**config.mk**
```make
export PLATFORM = sky130hd
export DESIGN_NAME = clock_period_meter
export DESIGN_NICKNAME = d
export VERILOG_FILES = /design/src/rtl/clk_pkg.sv /design/src/rtl/sync_edge_detect.sv /design/src/rtl/clock_period_meter.sv
export SDC_FILE = /design/constraint.sdc
export NUM_CORES = 1
export LEC_CHECK = 0
export CORE_MARGIN = 2
export CORE_UTILIZATION = 26
export CTS_CLUSTER_DIAMETER = 30
export CTS_CLUSTER_SIZE = 20
export DETAILED_ROUTE_END_ITERATION = 6
export GPL_TIMING_DRIVEN = 1
export SYNTH_ARGS = -nofsm -noshare
export SYNTH_HDL_FRONTEND = slang
export SYNTH_SLANG_ARGS = --single-unit
```
**constraint.sdc**
```tcl
create_clock -name inclk -period 8.2 [get_ports inclk]
set_input_delay 1.64 -clock inclk [delete_from_list [all_inputs] [get_ports inclk]]
set_output_delay 1.64 -clock inclk [all_outputs]
set_load 0.01 [all_outputs]
```
**src/rtl/clk_pkg.sv**
```systemverilog
// Shared definitions for the clock measurement blocks.
//   DEFAULT_CNT_W   : default width of tick counters and count outputs
//   DEFAULT_TIMEOUT : default stall timeout in inclk ticks (1 s at 50 MHz)
//   meter_state_t   : clock_period_meter FSM states
package clk_pkg;

  localparam int DEFAULT_CNT_W   = 32;
  localparam int DEFAULT_TIMEOUT = 50_000_000;

  typedef enum logic [1:0] {
    ARM  = 2'd0,
    HIGH = 2'd1,
    LOW  = 2'd2
  } meter_state_t;

endpackage

```
**src/rtl/sync_edge_detect.sv**
```systemverilog
// Two-flop synchronizer followed by a history flop for edge detection.
// Reusable for slow asynchronous inputs (measured clocks, buttons, keys).
// Ports:
//   inclk   : system clock
//   Reset   : asynchronous active-high reset, clears all three flops
//   sig_in  : asynchronous input
//   s_level : synchronized level
//   rise    : one-cycle pulse on a synchronized 0->1 transition
//   fall    : one-cycle pulse on a synchronized 1->0 transition
module sync_edge_detect (
  input  logic inclk,
  input  logic Reset,
  input  logic sig_in,
  output logic s_level,
  output logic rise,
  output logic fall
);

  logic s1;
  logic s2;
  logic s3;

  always_ff @(posedge inclk or posedge Reset) begin
    if (Reset) begin
      s1 <= 1'b0;
      s2 <= 1'b0;
      s3 <= 1'b0;
    end else begin
      s1 <= sig_in;
      s2 <= s1;
      s3 <= s2;
    end
  end

  assign s_level = s2;
  assign rise    = s2 & ~s3;
  assign fall    = ~s2 & s3;

endmodule

```
**src/rtl/clock_period_meter.sv**
```systemverilog
// Measures high time, low time and period of a slow asynchronous square
// wave in inclk ticks, and reports the matching clock_divider half-period
// setting (each divider phase lasts div_clk_count+1 ticks).
// Ports:
//   inclk          : system clock (CLK_50M)
//   Reset          : asynchronous active-high reset
//   enable         : measurement enable; 0 holds the FSM in ARM
//   sig_in         : asynchronous signal under measurement
//   high_count     : ticks high in the last complete cycle
//   low_count      : ticks low in the last complete cycle
//   period_count   : high_count + low_count
//   half_div_count : high_count - 1
//   symmetric      : high_count == low_count
//   meas_valid     : one-cycle pulse, aligned with the count update
//   stalled        : no expected edge within TIMEOUT_CYCLES
//
// state | meaning
// ------+-----------------------------------------------------------
// ARM   | idle, waiting for a rising edge to start a measurement
// HIGH  | counting the high phase, waiting for the falling edge
// LOW   | counting the low phase, waiting for the closing rising edge
module clock_period_meter
  import clk_pkg::*;
#(
  parameter int CNT_W          = DEFAULT_CNT_W,
  parameter int TIMEOUT_CYCLES = DEFAULT_TIMEOUT
) (
  input  logic             inclk,
  input  logic             Reset,
  input  logic             enable,
  input  logic             sig_in,
  output logic [CNT_W-1:0] high_count,
  output logic [CNT_W-1:0] low_count,
  output logic [CNT_W-1:0] period_count,
  output logic [CNT_W-1:0] half_div_count,
  output logic             symmetric,
  output logic             meas_valid,
  output logic             stalled
);

  localparam logic [CNT_W-1:0] TMO = CNT_W'(TIMEOUT_CYCLES);

  meter_state_t     state;
  meter_state_t     state_next;
  logic [CNT_W-1:0] cnt;
  logic [CNT_W-1:0] hi_tmp;
  logic             rise;
  logic             fall;
  logic             s_level_unused;
  logic             at_tmo;

  logic cnt_start;
  logic hi_latch;
  logic meas_load;
  logic timeout;

  sync_edge_detect u_sync (
    .inclk   (inclk),
    .Reset   (Reset),
    .sig_in  (sig_in),
    .s_level (s_level_unused),
    .rise    (rise),
    .fall    (fall)
  );

  // The counter stops at TMO, so it can never wrap.
  assign at_tmo = (cnt == TMO);

  always_ff @(posedge inclk or posedge Reset) begin
    if (Reset) state <= ARM;
    else       state <= state_next;
  end

  always_comb begin
    state_next = state;
    case (state)
      ARM:  if (enable && rise) state_next = HIGH;
      HIGH: begin
        if (!enable)     state_next = ARM;
        else if (fall)   state_next = LOW;
        else if (at_tmo) state_next = ARM;
      end
      LOW: begin
        if (!enable)     state_next = ARM;
        else if (rise)   state_next = HIGH;
        else if (at_tmo) state_next = ARM;
      end
      default: state_next = ARM;
    endcase
  end

  // An edge arriving on the same cycle as the timeout still wins, so a
  // phase of exactly TIMEOUT_CYCLES ticks is a valid measurement.
  always_comb begin
    cnt_start = 1'b0;
    hi_latch  = 1'b0;
    meas_load = 1'b0;
    timeout   = 1'b0;
    case (state)
      ARM: cnt_start = enable & rise;
      HIGH: if (enable) begin
        if (fall) begin
          hi_latch  = 1'b1;
          cnt_start = 1'b1;
        end else if (at_tmo) begin
          timeout = 1'b1;
        end
      end
      LOW: if (enable) begin
        if (rise) begin
          meas_load = 1'b1;
          cnt_start = 1'b1;
        end else if (at_tmo) begin
          timeout = 1'b1;
        end
      end
      default: ;
    endcase
  end

  always_ff @(posedge inclk or posedge Reset) begin
    if (Reset) begin
      cnt    <= '0;
      hi_tmp <= '0;
    end else begin
      if (cnt_start)              cnt <= CNT_W'(1);
      else if (state_next == ARM) cnt <= '0;
      else                        cnt <= cnt + CNT_W'(1);
      if (hi_latch) hi_tmp <= cnt;
    end
  end

  // Outputs are registered so meas_valid lands on the same cycle as the
  // new counts.
  always_ff @(posedge inclk or posedge Reset) begin
    if (Reset) begin
      high_count     <= '0;
      low_count      <= '0;
      period_count   <= '0;
      half_div_count <= '0;
      symmetric      <= 1'b0;
      meas_valid     <= 1'b0;
      stalled        <= 1'b0;
    end else begin
      meas_valid <= meas_load;
      if (meas_load) begin
        high_count     <= hi_tmp;
        low_count      <= cnt;
        period_count   <= hi_tmp + cnt;
        half_div_count <= hi_tmp - CNT_W'(1);
        symmetric      <= (hi_tmp == cnt);
        stalled        <= 1'b0;
      end else if (timeout) begin
        stalled <= 1'b1;
      end
    end
  end

endmodule
```
==> flow_metrics.py, run 1 <==
metrics = {
    "status": {
        "status": "completed",
    },
    "min_path": {
        "hold_depth": 0,
        "hold_path.startpoint": "u_sync.s1$_DFF_PP0_",
        "min_path_type": "reg -> reg",
        "min_to": "u_sync.s_level$_DFF_PP0_",
    },
    "route": {
        "drc": 0,
        "first_pass_iters": 4,
        "ant_nets": 0,
        "routedWlPerCell_um": 16.9,
        "num_vias": 8323,
        "wirelength_um": 29800,
        "vias_per_cell": 4.74,
        "dr.first_iter.drc_count": 460,
    },
    "critical_path": {
        "worst-setup-path-type": "in -> reg",
        "cpPeakStageDelay_ns": 0.92,
        "crit_path_start_kind": "input port",
        "regToRegStartpoint": "state[0]$_DFF_PP0_",
        "worst-path-max-fanout": 113,
        "arrival_ns": 4.38,
        "cp_cell_sequence": "clkdlybuf4s50_1, nand3_4, buf_4, buf_4, nor2_1, mux2i_1, o311ai_0",
        "worstPathRequired_ns": 8.46,
        "r2r_end": "period_count[10]$_DFFE_PP0P_",
        "r2r_slack_ns": 5.07,
        "reg2reg_depth": 8,
        "slowest_stage": "buf_4",
        "crit_top_cell": "buf_4",
        "end_kind": "flip-flop",
    },
    "logic_synthesis": {
        "postSynthCellCount": 1118,
        "synthMuxAreaShare_pct": 3.34,
        "synth_top_family_by_area": "simple AND/OR/NAND/NOR gates",
        "synth_edf_count": 0,
        "synth_xor_area_share_pct": 6.43,
        "synth_warnings": 0,
        "yosys.cell_types.count": 76,
        "synth_nets": 1161,
        "async_flop_share_pct": 100,
        "ys_seq_elements": 200,
        "synth_fa_ha_area_share_pct": 4.79,
        "synth_compound_area_share_pct": 11.9,
        "yosysSeqAreaShare_pct": 48.4,
        "ys.flop_type": "dfrtp_1",
        "syn_area_per_cell_um2": 9.26,
        "synthSimpleGateAreaFrac_pct": 21.8,
        "syn-cell-area_um2": 10300,
    },
    "cells_and_area": {
        "antenna_cells": 0,
        "final_common_cell": "nand2_1",
        "nets": 1261,
        "syn_to_final_growth_pct": 22.7,
        "drive_above_1_share_pct": 7.31,
        "final_area_um2": 12700,
        "layout.cells.most_common_list": "286 x nand2_1, 200 x dfrtp_1, 134 x clkdlybuf4s50_1",
    },
    "clocking": {
        "ctsRootBufferMaster": "clkbuf_16",
        "cts_buffer_depth": 2,
        "tritoncts": "yes",
        "insertion_delay_ns": 0.44,
        "clock_sinks": 200,
        "ctsHoldBuffers": 0,
        "cts_resized": 0,
        "cts_setup_buffers": 0,
        "path_clk_slew_ns": 0.08,
        "cts_made_buffers": 17,
        "htreeDepth": 4,
    },
    "timing": {
        "drv_slew": 0,
        "setup_viol": 0,
        "relSlewSlack_pct": 28.7,
        "rsz0062_at_grt": "no",
        "setup-tns-final_ns": 0,
        "min_period_ns": 4.11,
        "clock_skew_ns": 0.0150,
        "final_hold_viol_count": 0,
        "min_period_over_period_pct": 50.1,
        "layout_setup_ws_ns": 4.09,
        "fmax_ghz": 0.243,
        "worst_pin_slew_ns": 1.07,
    },
    "placed_design": {
        "place_hpwl_um": 21700,
        "io_buffers": 134,
        "place_ws_ns": 3.63,
        "place_area_um2": 12200,
        "gp_congestion": 0.883,
    },
    "grt": {
        "grt_pass1_vias": 8225,
        "grt_max_degree": 122,
        "grt_util_all_layers_pct": 14.7,
        "grt_pass1_wl_um": 47600,
        "antenna_found_initial": 0,
        "grt_overflow_total": 0,
    },
    "floorplan": {
        "core_um2": 39500,
        "start_util_pct": 26.2,
        "rows": 73,
        "die_width_um": 203,
        "ios": 135,
        "die_h_um": 203,
        "die-area_um2": 41400,
    },
    "power_and_ir_drop": {
        "p_leak_nw": 5.87,
        "p_per_area_nw_per_um2": 215,
        "ir_drop_v": 0.000114,
    },
    "job": {
        "maxCapViolations": 0,
    },
}
## critical path, delay by kind of cell
| kind | cells | cell delay [ns] |
|---|---|---|
| buf+inv | 3 | 2.12 |
| compound gates | 1 | 0.15 |
| mux | 1 | 0.18 |
| simple gates | 2 | 0.20 |
## metrics by stage
step | util [%] | instances | power [mW] | hold WS [ns]
floorplan | - | 1118 | 1.63 | 0.331
global placement | 30.7 | 1724 | 1.96 | 0.337
detailed placement | 30.7 | 1724 | 1.98 | 0.337
CTS | 32.1 | 1756 | 2.78 | 0.352
global route | 32.1 | 1756 | 2.91 | 0.386
finish | 32.1 | 1756 | 2.73 | 0.353
## power by group
part | internal (mW) | switching (mW) | total, mW
Clock | 0.401 | 0.397 | 0.798
Combinational | 0.342 | 0.422 | 0.764
Sequential | 1.09 | 0.0789 | 1.17
## flip-flops by register name, summed over array words and instances, names as in the netlist
signal,count
cnt,32
half_div_count,32
hi_tmp,32
high_count,32
low_count,32
period_count,32
state,2
meas_valid,1
stalled,1
symmetric,1
u_sync.s1,1
u_sync.s3,1
u_sync.s_level,1
## layer usage
metal | GRT usage [%] | wire [um] | vias to the layer above
met2 | 22.7 | 13300 | 194
li1 | - | - | 4027
met3 | 4.75 | 2220 | 21
met4 | 3.36 | 391 | 0
met5 | 0 | 0 | -
met1 | 20.0 | 13800 | 4081
## cell type report
| cell class | count | area (um^2) |
|---|---|---|
| flip-flops and latches | 200 | 5000 |
| multi-input cells | 834 | 5010 |
| well taps | 525 | 657 |
| fillers | 4092 | 26900 |
| clock buffers | 20 | 447 |
| inverters | 26 | 105 |
| repair buffers | 139 | 1380 |
| clock inverters | 12 | 97.6 |
## synthesized netlist by cell type, drive strengths merged (2+ instances only)
library cell | n | area [um^2]
o2111ai | 3 | 26.3
o22ai | 3 | 25.0
a221oi | 2 | 17.5
a21o | 12 | 90.1
o21a | 7 | 52.6
xnor2 | 34 | 298
nand4 | 19 | 119
a31o | 2 | 17.5
nor4b | 2 | 23.8
nand2b | 4 | 25.0
nor2b | 2 | 12.5
nand2 | 287 | 1080
o211ai | 6 | 45.0
mux2i | 3 | 30.0
a21oi | 37 | 185
o31ai | 2 | 28.8
nor2 | 79 | 297
o21ai | 79 | 403
a31oi | 5 | 31.3
nor3b | 5 | 42.5
or3 | 6 | 42.5
buf | 9 | 60.1
xor2 | 42 | 368
o311ai | 2 | 17.5
o21bai | 5 | 37.5
and3 | 9 | 56.3
clkbuf | 49 | 189
nand3b | 4 | 30.0
inv | 26 | 97.6
a311o | 2 | 20.0
o41ai | 3 | 26.3
mux2 | 28 | 315
nor3 | 20 | 115
nand3 | 31 | 155
dfrtp | 200 | 5000
a211o | 2 | 17.5
a211oi | 7 | 57.6
nor4 | 14 | 133
or4 | 4 | 37.5
and4 | 4 | 35.0
a41oi | 2 | 17.5
ha | 38 | 475
## worst max-delay path by stage
stage / start / endpoint / slack (ns) / cells past startpoint
finish: enable / period_count[10]$_DFFE_PP0P_ / 4.09 / 7
global route: enable / period_count[10]$_DFFE_PP0P_ / 3.81 / 7
CTS: enable / period_count[30]$_DFFE_PP0P_ / 4.09 / 7
detailed placement: enable / period_count[30]$_DFFE_PP0P_ / 3.63 / 7
global placement: enable / period_count[30]$_DFFE_PP0P_ / 3.66 / 7
floorplan: Reset / cnt[0]$_DFF_PP0_ / 1.11 / 1
## cells by family after synthesis
kind of cell	after synthesis
mux	31
flops	200
compound gates	193
xor+xnor	76
fa+ha+maj	39
simple gates	495
buf+inv	84
Power figures use the tool's default switching activity.
==> run 2: changes to the inputs <==
Clock period 8.2 ns to 3.6 ns, I/O delays scaled along.
==> flow_metrics.py, run 2 (same netlist as run 1, synthesis figures left out) <==
metrics = {
    "timing": {
        "relSlewSlack_pct": 46.5,
        "drv_slew": 0,
        "setup-tns-final_ns": 0,
        "min_period_ns": 2.83,
        "fmax_ghz": 0.354,
        "min_period_over_period_pct": 78.6,
        "rsz0062_at_grt": "no",
        "clock_skew_ns": 0.0146,
        "final_hold_viol_count": 0,
        "worst_pin_slew_ns": 0.803,
        "setup_viol": 0,
        "whs_ns": 0.359,
    },
    "clocking": {
        "ctsRootBufferMaster": "clkbuf_16",
        "insertion_delay_ns": 0.45,
        "path_clk_slew_ns": 0.08,
        "clock_sinks": 200,
        "htreeDepth": 4,
        "cts_setup_buffers": 0,
        "ctsHoldBuffers": 0,
        "cts_made_buffers": 17,
        "cts_resized": 0,
        "cts_buffer_depth": 2,
        "tritoncts": "yes",
    },
    "cells_and_area": {
        "drive_above_1_share_pct": 8.95,
        "syn_to_final_growth_pct": 24.8,
        "final_area_um2": 12900,
        "antenna_cells": 0,
        "nets": 1282,
        "final_common_cell": "nand2_1",
        "stdcell_count": 1777,
        "layout.cells.most_common_list": "286 x nand2_1, 200 x dfrtp_1, 134 x clkdlybuf4s50_1",
    },
    "power_and_ir_drop": {
        "total_power_mw": 6.33,
        "p_per_area_nw_per_um2": 490,
        "ir_drop_v": 0.000283,
        "p_leak_nw": 6.01,
    },
    "critical_path": {
        "worstPathRequired_ns": 3.90,
        "worst-path-max-fanout": 7,
        "arrival_ns": 3.13,
        "crit_top_cell": "o21ai_0",
        "cp_cell_sequence": "ha_1, o21ai_0, o21ai_0, nor3b_1, o21bai_1, a21oi_1, mux2i_1, o311ai_0",
        "r2r_slack_ns": 0.77,
        "regToRegStartpoint": "cnt[3]$_DFF_PP0_",
        "crit_path_start_kind": "flip-flop",
        "slowest_stage": "nor3b_1",
        "worst-setup-path-type": "reg -> reg",
        "end_kind": "flip-flop",
        "r2r_end": "period_count[25]$_DFFE_PP0P_",
        "reg2reg_depth": 8,
        "cpPeakStageDelay_ns": 0.54,
    },
    "floorplan": {
        "die_width_um": 203,
        "ios": 135,
        "core_um2": 39500,
        "die-area_um2": 41400,
        "die_h_um": 203,
        "start_util_pct": 26.2,
        "rows": 73,
    },
    "route": {
        "first_pass_iters": 6,
        "num_vias": 8418,
        "drc": 0,
        "vias_per_cell": 4.74,
        "routedWlPerCell_um": 17.6,
        "dr.first_iter.drc_count": 542,
        "wirelength_um": 31300,
        "ant_nets": 0,
    },
    "grt": {
        "grt_pass1_wl_um": 49500,
        "grt_util_all_layers_pct": 15.4,
        "grt_pass1_vias": 8476,
        "grt_overflow_total": 0,
        "grt_max_degree": 91,
        "antenna_found_initial": 0,
    },
    "min_path": {
        "hold_path.startpoint": "u_sync.s1$_DFF_PP0_",
        "min_path_type": "reg -> reg",
        "hold_depth": 0,
        "min_to": "u_sync.s_level$_DFF_PP0_",
    },
    "placed_design": {
        "gp_congestion": 0.920,
        "place_area_um2": 12400,
        "io_buffers": 134,
        "place_hpwl_um": 23400,
        "place_inst": 1745,
    },
    "status": {
        "status": "completed",
    },
    "job": {
        "maxCapViolations": 0,
    },
}
==> run 2: worst max-delay path: cells and delay by family, from the launching register on <==
| family | cells | cell delay [ns] |
|---|---|---|
| compound gates | 5 | 1.05 |
| simple gates | 1 | 0.54 |
| flops | 1 | 0.48 |
| fa+ha+maj | 1 | 0.42 |
| mux | 1 | 0.19 |
==> run 2: cell type report <==
class                      instances  area (um^2)
clock buffer                      19          443
tap                              525          657
inverter                          26          101
timing repair buffer             160         1590
multi-input combinational        834         5010
clock inverter                    13          108
fill                            4100        26600
sequential                       200         5000
==> run 2: worst max-delay path by stage <==
stage,startpoint,slack (ns),cells past startpoint,endpoint
3_5_place_dp,enable,0.74,6,period_count[17]$_DFFE_PP0P_
5_1_grt,cnt[1]$_DFF_PP0_,0.56,8,period_count[31]$_DFFE_PP0P_
6_report,cnt[3]$_DFF_PP0_,0.77,8,period_count[25]$_DFFE_PP0P_
4_1_cts,cnt[2]$_DFF_PP0_,0.80,8,period_count[31]$_DFFE_PP0P_
3_3_place_gp,enable,0.79,6,period_count[17]$_DFFE_PP0P_
2_1_floorplan,Reset,0.29,1,cnt[0]$_DFF_PP0_
==> run 2: layer usage <==
layer	vias to the layer above	GRT usage [%]	routed length, um
li1	4084	-	-
met1	4066	21.5	14900
met2	234	23.2	13500
met3	34	4.49	2310
met4	0	4.30	547
met5	-	0	0
==> run 2: where the power goes <==
group / switching, mW / internal, mW / leakage, nW
registers: 0.173 / 2.49 / 2.74
clock network: 0.929 / 0.922 / 0.270
logic: 0.992 / 0.821 / 3.01
total: 2.09 / 4.23 / 6.01
==> run 2: metrics by stage <==
stage	utilization (%)	worst slack, ns
4_1_cts	32.6	0.803
5_1_grt	32.6	0.559
2_1_floorplan	-	0.292
6_report	32.6	0.772
3_3_place_gp	31.2	0.785
3_5_place_dp	31.2	0.740
==> run 3: changes to the inputs <==
Clock period 3.6 ns to 2.65 ns, I/O delays scaled along.
==> flow_metrics.py, run 3 (same netlist as run 1, synthesis figures left out) <==
metrics = {
    "status": {
        "status": "completed",
    },
    "power_and_ir_drop": {
        "p_leak_nw": 6.45,
        "p_per_area_nw_per_um2": 653,
        "ir_drop_v": 0.000381,
        "total_power_mw": 8.88,
    },
    "timing": {
        "fmax_ghz": 0.384,
        "whs_ns": 0.353,
        "clock_skew_ns": 0.0166,
        "min_period_ns": 2.61,
        "setup_viol": 0,
        "relSlewSlack_pct": 58.1,
        "min_period_over_period_pct": 98.3,
        "drv_slew": 0,
        "worst_pin_slew_ns": 0.624,
        "final_hold_viol_count": 0,
        "setup-tns-final_ns": 0,
    },
    "route": {
        "ant_nets": 0,
        "wirelength_um": 32200,
        "vias_per_cell": 4.69,
        "routedWlPerCell_um": 17.3,
        "first_pass_iters": 4,
        "drc": 0,
        "num_vias": 8703,
        "dr.first_iter.drc_count": 415,
    },
    "grt": {
        "grt_max_degree": 60,
        "antenna_found_initial": 0,
        "grt_pass1_wl_um": 51500,
        "grt_overflow_total": 0,
        "grt_pass1_vias": 8712,
        "grt_util_all_layers_pct": 16.1,
    },
    "clocking": {
        "tritoncts": "yes",
        "ctsHoldBuffers": 0,
        "path_clk_slew_ns": 0.08,
        "cts_made_buffers": 17,
        "insertion_delay_ns": 0.45,
        "htreeDepth": 4,
        "clock_sinks": 200,
        "ctsRootBufferMaster": "clkbuf_16",
        "cts_buffer_depth": 2,
    },
    "floorplan": {
        "die_width_um": 203,
        "die-area_um2": 41400,
        "ios": 135,
        "rows": 73,
        "core_um2": 39500,
        "die_h_um": 203,
        "start_util_pct": 26.2,
    },
    "min_path": {
        "min_path_type": "reg -> reg",
        "hold_depth": 0,
        "hold_path.startpoint": "u_sync.s1$_DFF_PP0_",
    },
    "placed_design": {
        "place_hpwl_um": 24500,
        "place_inst": 1818,
        "gp_congestion": 0.873,
        "io_buffers": 134,
    },
    "critical_path": {
        "startpoint": "hi_tmp[0]$_DFFE_PP0P_",
        "worst-path-max-fanout": 6,
        "crit_path_start_kind": "flip-flop",
        "arrival_ns": 2.93,
        "reg2reg_depth": 10,
        "end_kind": "flip-flop",
        "regToRegStartpoint": "hi_tmp[0]$_DFFE_PP0P_",
        "worst-setup-path-type": "reg -> reg",
        "worstPathRequired_ns": 2.97,
    },
    "cells_and_area": {
        "utilization_pct": 34.4,
        "syn_to_final_growth_pct": 31.5,
        "stdcell_count": 1856,
        "nets": 1361,
        "drive_above_1_share_pct": 15.3,
        "layout.cells.most_common_list": "286 x nand2_1, 200 x dfrtp_1, 134 x clkdlybuf4s50_1",
        "nFillCells": 4068,
        "antenna_cells": 0,
        "final_common_cell": "nand2_1",
    },
    "job": {
        "maxCapViolations": 0,
    },
}
run 3: cell types whose count changed in the layout (fill, tap and decap cells not counted), sizes merged:
cell,before,now
buf,26,105
clkbuf,19,18
inv,31,32
run 3: repair_timing:
| item | CTS | global route |
|---|---|---|
| gates resized for setup | 0 | 17 |
| endpoints found under the setup margin | 0 | 13 |
| buffers inserted | 0 | 7 |
run 3: cell type report:
cell class	count	area, um^2	area share [%]
Multi-Input combinational cell	834	5070	37.3
Sequential cell	200	5000	36.8
Timing Repair Buffer	239	2190	16.1
Tap cell	525	657	4.83
Clock buffer	18	439	3.23
Clock inverter	14	138	1.01
Inverter	26	101	0.745
run 3: worst paths after layout:
| kind | endpoint | slack (ns) |
|---|---|---|
| worst max register to register | period_count[26]$_DFFE_PP0P_ | 0.04 |
| max in group asynchronous | hi_tmp[1]$_DFFE_PP0P_ | 1.45 |
| worst min register to register | u_sync.s_level$_DFF_PP0_ | 0.35 |
| worst min-delay path | u_sync.s_level$_DFF_PP0_ | 0.35 |
| worst max-delay path | period_count[26]$_DFFE_PP0P_ | 0.04 |
| min in group asynchronous | hi_tmp[25]$_DFFE_PP0P_ | 0.37 |
run 3: stage by stage:
step           area [um^2]  worst slack [ns]
2_1_floorplan        10400            -0.468
3_3_place_gp         12900            0.0707
3_5_place_dp         12900            0.0596
4_1_cts              13500            0.0289
5_1_grt              13600           -0.0286
6_report             13600            0.0450
run 3: metal layers:
| layer | routed length, um | global-route usage (%) | part of all wire, % |
|---|---|---|---|
| met4 | 668 | 5.08 | 2.1 |
| met1 | 15700 | 23.0 | 49 |
| met2 | 14100 | 24.2 | 44 |
| met5 | 0 | 0 | 0 |
| met3 | 1620 | 3.29 | 5.0 |
run 3: power by group:
group / internal (mW) / leakage, nW / switching [mW]
logic: 1.29 / 3.43 / 1.41
registers: 3.38 / 2.74 / 0.207
clock network: 1.28 / 0.280 / 1.32
run 3: critical path: stages, from the launching register on:
cell      delay (ns)
dfrtp_1         0.40
ha_2            0.21
inv_2           0.06
fa_2            0.21
nor2b_2         0.05
o31a_1          0.32
o31ai_4         0.37
o22ai_4         0.18
a211oi_4        0.30
o21ai_1         0.08
a221o_1         0.30
